**src/rtl/car_sensor_driver_if.sv**
```systemverilog
// Command handshake and emulated sensor outputs of the car sensor driver.
// The master issues enter/exit commands and the slave drives the beam sensors.
interface car_sensor_driver_if;
    logic       cmd_valid;
    logic       cmd_dir;
    logic       cmd_ready;
    logic       sensor_a;
    logic       sensor_b;
    logic       busy;
    logic       done;
    logic [2:0] model_count;

    modport master (
        output cmd_valid,
        output cmd_dir,
        input  cmd_ready,
        input  sensor_a,
        input  sensor_b,
        input  busy,
        input  done,
        input  model_count
    );

    modport slave (
        input  cmd_valid,
        input  cmd_dir,
        output cmd_ready,
        output sensor_a,
        output sensor_b,
        output busy,
        output done,
        output model_count
    );
endinterface

```
**src/rtl/car_sensor_driver.sv**
```systemverilog
// Emulates the two beam sensors of a car passing a gate (enter or exit) and
// keeps the reference occupancy count the lot counter is checked against.
module car_sensor_driver #(
    parameter int unsigned HOLD_CYCLES = 1,
    parameter int unsigned GAP_CYCLES  = 1
) (
    input logic                 clk,
    input logic                 reset,
    car_sensor_driver_if.slave  bus
);
    typedef enum logic [2:0] {StIdle, StPh1, StPh2, StPh3, StGap} state_e;

    localparam logic [7:0] HoldLoad = 8'(HOLD_CYCLES - 1);
    localparam logic [7:0] GapLoad  = 8'(GAP_CYCLES - 1);

    state_e     state_q, state_d;
    logic [7:0] hold_q, hold_d;
    logic       dir_q, dir_d;
    logic [2:0] count_q, count_d;
    logic       a_q, a_d, b_q, b_d;
    logic       busy_q, busy_d;
    logic       done_q, done_d;

    always_comb begin
        state_d = state_q;
        hold_d  = hold_q;
        dir_d   = dir_q;
        count_d = count_q;
        case (state_q)
            StIdle: begin
                if (bus.cmd_valid) begin
                    state_d = StPh1;
                    dir_d   = bus.cmd_dir;
                end
            end
            StPh1: if (hold_q == 8'd0) state_d = StPh2; else hold_d = hold_q - 8'd1;
            StPh2: if (hold_q == 8'd0) state_d = StPh3; else hold_d = hold_q - 8'd1;
            StPh3: if (hold_q == 8'd0) state_d = StGap; else hold_d = hold_q - 8'd1;
            StGap: begin
                if (hold_q == 8'd0) begin
                    state_d = StIdle;
                    // Saturating update: full pattern is still emitted at the limits.
                    if (!dir_q && count_q != 3'd7) count_d = count_q + 3'd1;
                    if (dir_q && count_q != 3'd0)  count_d = count_q - 3'd1;
                end else begin
                    hold_d = hold_q - 8'd1;
                end
            end
            default: state_d = StIdle;
        endcase

        if (state_d != state_q) begin
            case (state_d)
                StGap:   hold_d = GapLoad;
                StIdle:  hold_d = 8'd0;
                default: hold_d = HoldLoad;
            endcase
        end
    end

    // Sensor levels decoded from the next state so the outputs come straight from flops.
    always_comb begin
        a_d = 1'b0;
        b_d = 1'b0;
        case (state_d)
            StPh1:   begin a_d = ~dir_d; b_d = dir_d;  end
            StPh2:   begin a_d = 1'b1;   b_d = 1'b1;   end
            StPh3:   begin a_d = dir_d;  b_d = ~dir_d; end
            default: begin a_d = 1'b0;   b_d = 1'b0;   end
        endcase
        busy_d = (state_d != StIdle);
        done_d = (state_q == StGap) && (state_d == StIdle);
    end

    always_ff @(posedge clk or posedge reset) begin
        if (reset) begin
            state_q <= StIdle;
            hold_q  <= 8'd0;
            dir_q   <= 1'b0;
            count_q <= 3'd0;
            a_q     <= 1'b0;
            b_q     <= 1'b0;
            busy_q  <= 1'b0;
            done_q  <= 1'b0;
        end else begin
            state_q <= state_d;
            hold_q  <= hold_d;
            dir_q   <= dir_d;
            count_q <= count_d;
            a_q     <= a_d;
            b_q     <= b_d;
            busy_q  <= busy_d;
            done_q  <= done_d;
        end
    end

    assign bus.cmd_ready   = (state_q == StIdle) && !reset;
    assign bus.sensor_a    = a_q;
    assign bus.sensor_b    = b_q;
    assign bus.busy        = busy_q;
    assign bus.done        = done_q;
    assign bus.model_count = count_q;
endmodule

```
**src/flat_wrapper.sv**
```systemverilog
// flat-port wrapper written by rule: the top's interface ports become plain ports
module car_sensor_driver_flat 
#(
    parameter int unsigned HOLD_CYCLES = 1,
    parameter int unsigned GAP_CYCLES  = 1
)
  (clk, reset, bus_cmd_valid, bus_cmd_dir, bus_cmd_ready, bus_sensor_a, bus_sensor_b, bus_busy, bus_done, bus_model_count);
  car_sensor_driver_if bus_i ();
  input logic clk;
  input logic reset;
  input wire logic [$bits(bus_i.cmd_valid)-1:0] bus_cmd_valid;
  input wire logic [$bits(bus_i.cmd_dir)-1:0] bus_cmd_dir;
  output wire logic [$bits(bus_i.cmd_ready)-1:0] bus_cmd_ready;
  output wire logic [$bits(bus_i.sensor_a)-1:0] bus_sensor_a;
  output wire logic [$bits(bus_i.sensor_b)-1:0] bus_sensor_b;
  output wire logic [$bits(bus_i.busy)-1:0] bus_busy;
  output wire logic [$bits(bus_i.done)-1:0] bus_done;
  output wire logic [$bits(bus_i.model_count)-1:0] bus_model_count;
  assign bus_i.cmd_valid = bus_cmd_valid;
  assign bus_i.cmd_dir = bus_cmd_dir;
  assign bus_cmd_ready = bus_i.cmd_ready;
  assign bus_sensor_a = bus_i.sensor_a;
  assign bus_sensor_b = bus_i.sensor_b;
  assign bus_busy = bus_i.busy;
  assign bus_done = bus_i.done;
  assign bus_model_count = bus_i.model_count;
  car_sensor_driver #(.HOLD_CYCLES(HOLD_CYCLES), .GAP_CYCLES(GAP_CYCLES)) u_core (.clk(clk), .reset(reset), .bus(bus_i));
endmodule
```
**config.mk**
```make
export PLATFORM = sky130hd
export DESIGN_NAME = car_sensor_driver_flat
export DESIGN_NICKNAME = d
export VERILOG_FILES = /design/src/rtl/car_sensor_driver_if.sv /design/src/rtl/car_sensor_driver.sv /design/src/flat_wrapper.sv
export SDC_FILE = /design/constraint.sdc
export NUM_CORES = 1
export LEC_CHECK = 0
export CAP_MARGIN = 20
export CORE_UTILIZATION = 23
export DETAILED_ROUTE_END_ITERATION = 7
export PLACE_DENSITY = 0.45
export SLEW_MARGIN = 40
export SYNTH_ARGS = -nofsm -noshare
export SYNTH_HDL_FRONTEND = slang
export SYNTH_SLANG_ARGS = --single-unit
```
**constraint.sdc**
```tcl
create_clock -name clk -period 2.8 [get_ports clk]
set_clock_uncertainty 0.2 [all_clocks]
set_input_delay 0.42 -clock clk [delete_from_list [all_inputs] [get_ports clk]]
set_output_delay 0.42 -clock clk [all_outputs]
set_load 0.02 [all_outputs]
```
==> out/qor.csv <==
stage,metric,value,unit
die,Core Area,5240,um2
min_path,hold crit path type,in -> async,
setup_path,worst path required time,2.18,ns
yosys,Synth Instances,134,
yosys,post-synthesis register bit count,19,
yosys,simple-gate share of the synthesized area,0.253,
yosys,share of the yosys chip area belonging to registers,0.373,
clock_network,post-cts gate resize count,0,
final_layout,filler instances,547,
clock_network,H-Tree Depth,1,
yosys,ys async rst share,1.00,
setup_path,nature of the critical path endpoint,output pin,
die,die area,5850,um2
grt,total gr overflow,0,
power_and_ir_drop,Logic pwr share,0.245,
final_layout,"non-filler cells, final",218,
yosys,synthesized area per cell,9.51,um2
yosys,top_reg_cell synth,dfrtp_1,
clock_network,Max Root-Sink Buffers,2,
sta,fin crit share,0.897,
power_and_ir_drop,sequential share of power,0.516,
drt,Avg WL per Cell,14.0,um
yosys,"count leader, synth",dfrtp_1,
setup_path,Reg2Reg Launch Point,u_core.hold_q[3],
sta,# setup viols final,0,
setup_path,"Largest delay share family, worst path",simple AND/OR/NAND/NOR gates,
drt,Vias,1086,
power_and_ir_drop,Leakage Power,0.619,nW
job,maxcap violations,0,
final_layout,area added between synthesis and finish,18.9,%
yosys,Synth Area in Adders,0.0255,
yosys,post-synthesis compound-gate area fraction,0.223,
drt,DRT Pass-1 Iters,4,
clock_network,CTS tree,yes,
drt,post-DR vias/cell,4.98,
clock_network,Sink Count,19,
yosys,YS warnings,0,
yosys,post-synthesis mux area share,0.0422,
yosys,Synth area leaders,"dfrtp_1, a21oi_1, or3_1, nor3_1, o21ai_0",
clock_network,number of CTS-inserted buffers,3,
die,Starting Density,0.243,
setup_path,crit-path cells,or3_1 -> nor2_1 -> clkdlybuf4s50_1,
setup_path,crit start category,flip-flop,
die,Die Wd,76.5,um
sta,RSZ-0062 raised after global routing,false,
clock_network,Post-CTS Setup Bufs,0,
power_and_ir_drop,Pwr Density,531,nW/um2
yosys,Synth top area share,0.373,
sta,Setup TNS,0,ns
grt,largest net degree at the start of global routing,20,
place,Port Buffer Count,11,
clock_network,CTS Root Cell,clkbuf_8,
setup_path,"Buf+Inv Stages, Crit Path",1,
setup_path,"slowest stage cell, crit path",clkdlybuf4s50_1,
place,routability cong.,0.773,
run_status,status,finished clean,
power_and_ir_drop,clock power share,0.239,
clock_network,hold buffers post-CTS,0,
final_layout,ant diodes,0,
sta,setup ws final,0.290,ns
grt,first-pass GRT wire length,4.95,mm
setup_path,Max stage delay on crit path,0.61,ns
grt,vias in the first global route,979,
final_layout,layout cell share with drive strength beyond 1,0.176,
sta,Worst-Margin Slew,0.538,ns
yosys,Yosys cell types,53,
grt,initial antenna violation count,0,
grt,GRT Total Usage,0.106,
place,Post-DP HPWL,2.16,mm
power_and_ir_drop,internal power,0.519,mW
setup_path,Critical Path End,bus_cmd_ready,
sta,Hold Slack,0.308,ns
setup_path,Worst EP arrival,1.89,ns
clock_network,Clock transition at path regs,0.07,ns
yosys,"top cells by count, synth","dfrtp_1, a21oi_1, inv_1, nor2_1",
place,Post-Place Setup Slack,0.410,ns
sta,Rel. slew slack,0.632,
power_and_ir_drop,net load switching power,0.287,mW
drt,DRT iter0 DRCs,43,
yosys,Mapped Area,1270,um2
die,# rows,26,
place,Cells after DPL,214,
sta,final period demand of the worst path,2.51,ns
setup_path,reg-to-reg endpoint,u_core.hold_q[7],
final_layout,Final #Nets,155,
yosys,leading area contributor after synthesis,dfrtp_1,
setup_path,critical path depth,3,
drt,drt drc,0,
drt,DRT Wirelength,3.06,mm
sta,max-slew violations,0,
setup_path,crit path kind,reg -> out,
die,I/O pin total,12,
clock_network,Clock Latency Late Sink,0.25,ns
power_and_ir_drop,switching share of total power,0.356,
drt,post-route ant nets,0,
setup_path,CP startpoint,u_core.state_q[0],
power_and_ir_drop,Final Power,0.805,mW
sta,f_max,398,MHz
yosys,main combinational cell family by area after synthesis,simple AND/OR/NAND/NOR gates,
setup_path,maximum fanout along the worst path,8,
setup_path,R2R Setup Slk,0.49,ns
yosys,XOR/XNOR Fraction of Synth Area,0.0206,
die,Die Height,76.5,um
yosys,Post-Syn Nets,140,
yosys,Post-synth EDFFs,0,
power_and_ir_drop,Peak VDD IR,167,uV
sta,final hold viol count,0,
setup_path,Reg2Reg Depth,4,
[metal layers]
metal	global-route usage	vias to the layer above	wire, um
met1	0.146	524	1560
met3	0.0144	4	110
li1	-	527	-
met5	0	-	0
met4	0.0404	0	40
met2	0.166	31	1350
[worst min path at each step]
stage | startpoint | end | slack (ns) | cells after the start
after floorplan | reset | u_core.bus.busy | 0.17 | 1
final | reset | u_core.hold_q[4] | 0.31 | 2
after global routing | reset | u_core.hold_q[3] | 0.36 | 2
after detailed placement | u_core.hold_q[5] | u_core.hold_q[5] | 0.42 | 2
after CTS | u_core.hold_q[5] | u_core.hold_q[5] | 0.43 | 2
after global placement | u_core.hold_q[5] | u_core.hold_q[5] | 0.40 | 2
[state kept, by name, indices dropped and copies added, names as in the netlist]
register and flops:
u_core.bus.busy 1, u_core.bus.done 1, u_core.bus.model_count 3, u_core.bus.sensor_a 1
u_core.bus.sensor_b 1, u_core.dir_q 1, u_core.hold_q 8, u_core.state_q 3
[metrics by stage]
| step | cell area [um2] | utilization |
|---|---|---|
| 2_1_floorplan | 1270 | - |
| 3_3_place_gp | 1470 | 0.281 |
| 3_5_place_dp | 1470 | 0.281 |
| 4_1_cts | 1520 | 0.290 |
| 5_1_grt | 1520 | 0.290 |
| 6_report | 1520 | 0.290 |
[final cells by class]
cell class,instances,area (um2),area share
repair buffers,17,155,0.102
well taps,70,87.6,0.0578
inverters,9,33.8,0.0223
clock buffers,4,45.0,0.0297
flip-flops and latches,19,475,0.314
multi-input cells,99,719,0.474
[power by group through the flow]
stage	clock [mW]	combinational (mW)	sequential, mW
after floorplan	0	0.153	0.402
after global placement	0	0.186	0.413
after detailed placement	0	0.194	0.419
after CTS	0.198	0.196	0.413
after global routing	0.209	0.219	0.423
final	0.193	0.198	0.415
[logic make-up (layout without fill, tap and decap cells)]
| kind of cell | count (synthesis) | after routing |
|---|---|---|
| AND/OR/NAND/NOR | 49 | 49 |
| AO/OA/AOI/OAI | 40 | 40 |
| flip-flops | 19 | 19 |
| buffers and inverters | 16 | 30 |
| multiplexers | 5 | 5 |
| XOR/XNOR | 3 | 3 |
| adder cells (fa/ha/maj) | 2 | 2 |
[cells in the final DEF (no fill, tap or decap), types with 3 or more instances in the layout]
master / netlist / layout
a211oi_1: 3 / 3
a21oi_1: 8 / 8
a22oi_1: 4 / 4
buf_4: 0 / 6
clkbuf_8: 0 / 3
clkdlybuf4s50_1: 0 / 11
dfrtp_1: 19 / 19
inv_1: 8 / 7
nand2_1: 6 / 6
nand3_1: 4 / 4
nor2_1: 8 / 8
nor3_1: 6 / 6
o21ai_0: 6 / 6
o21ai_1: 4 / 4
or3_1: 5 / 5
Note: power is estimated with default switching activity, not from simulation.
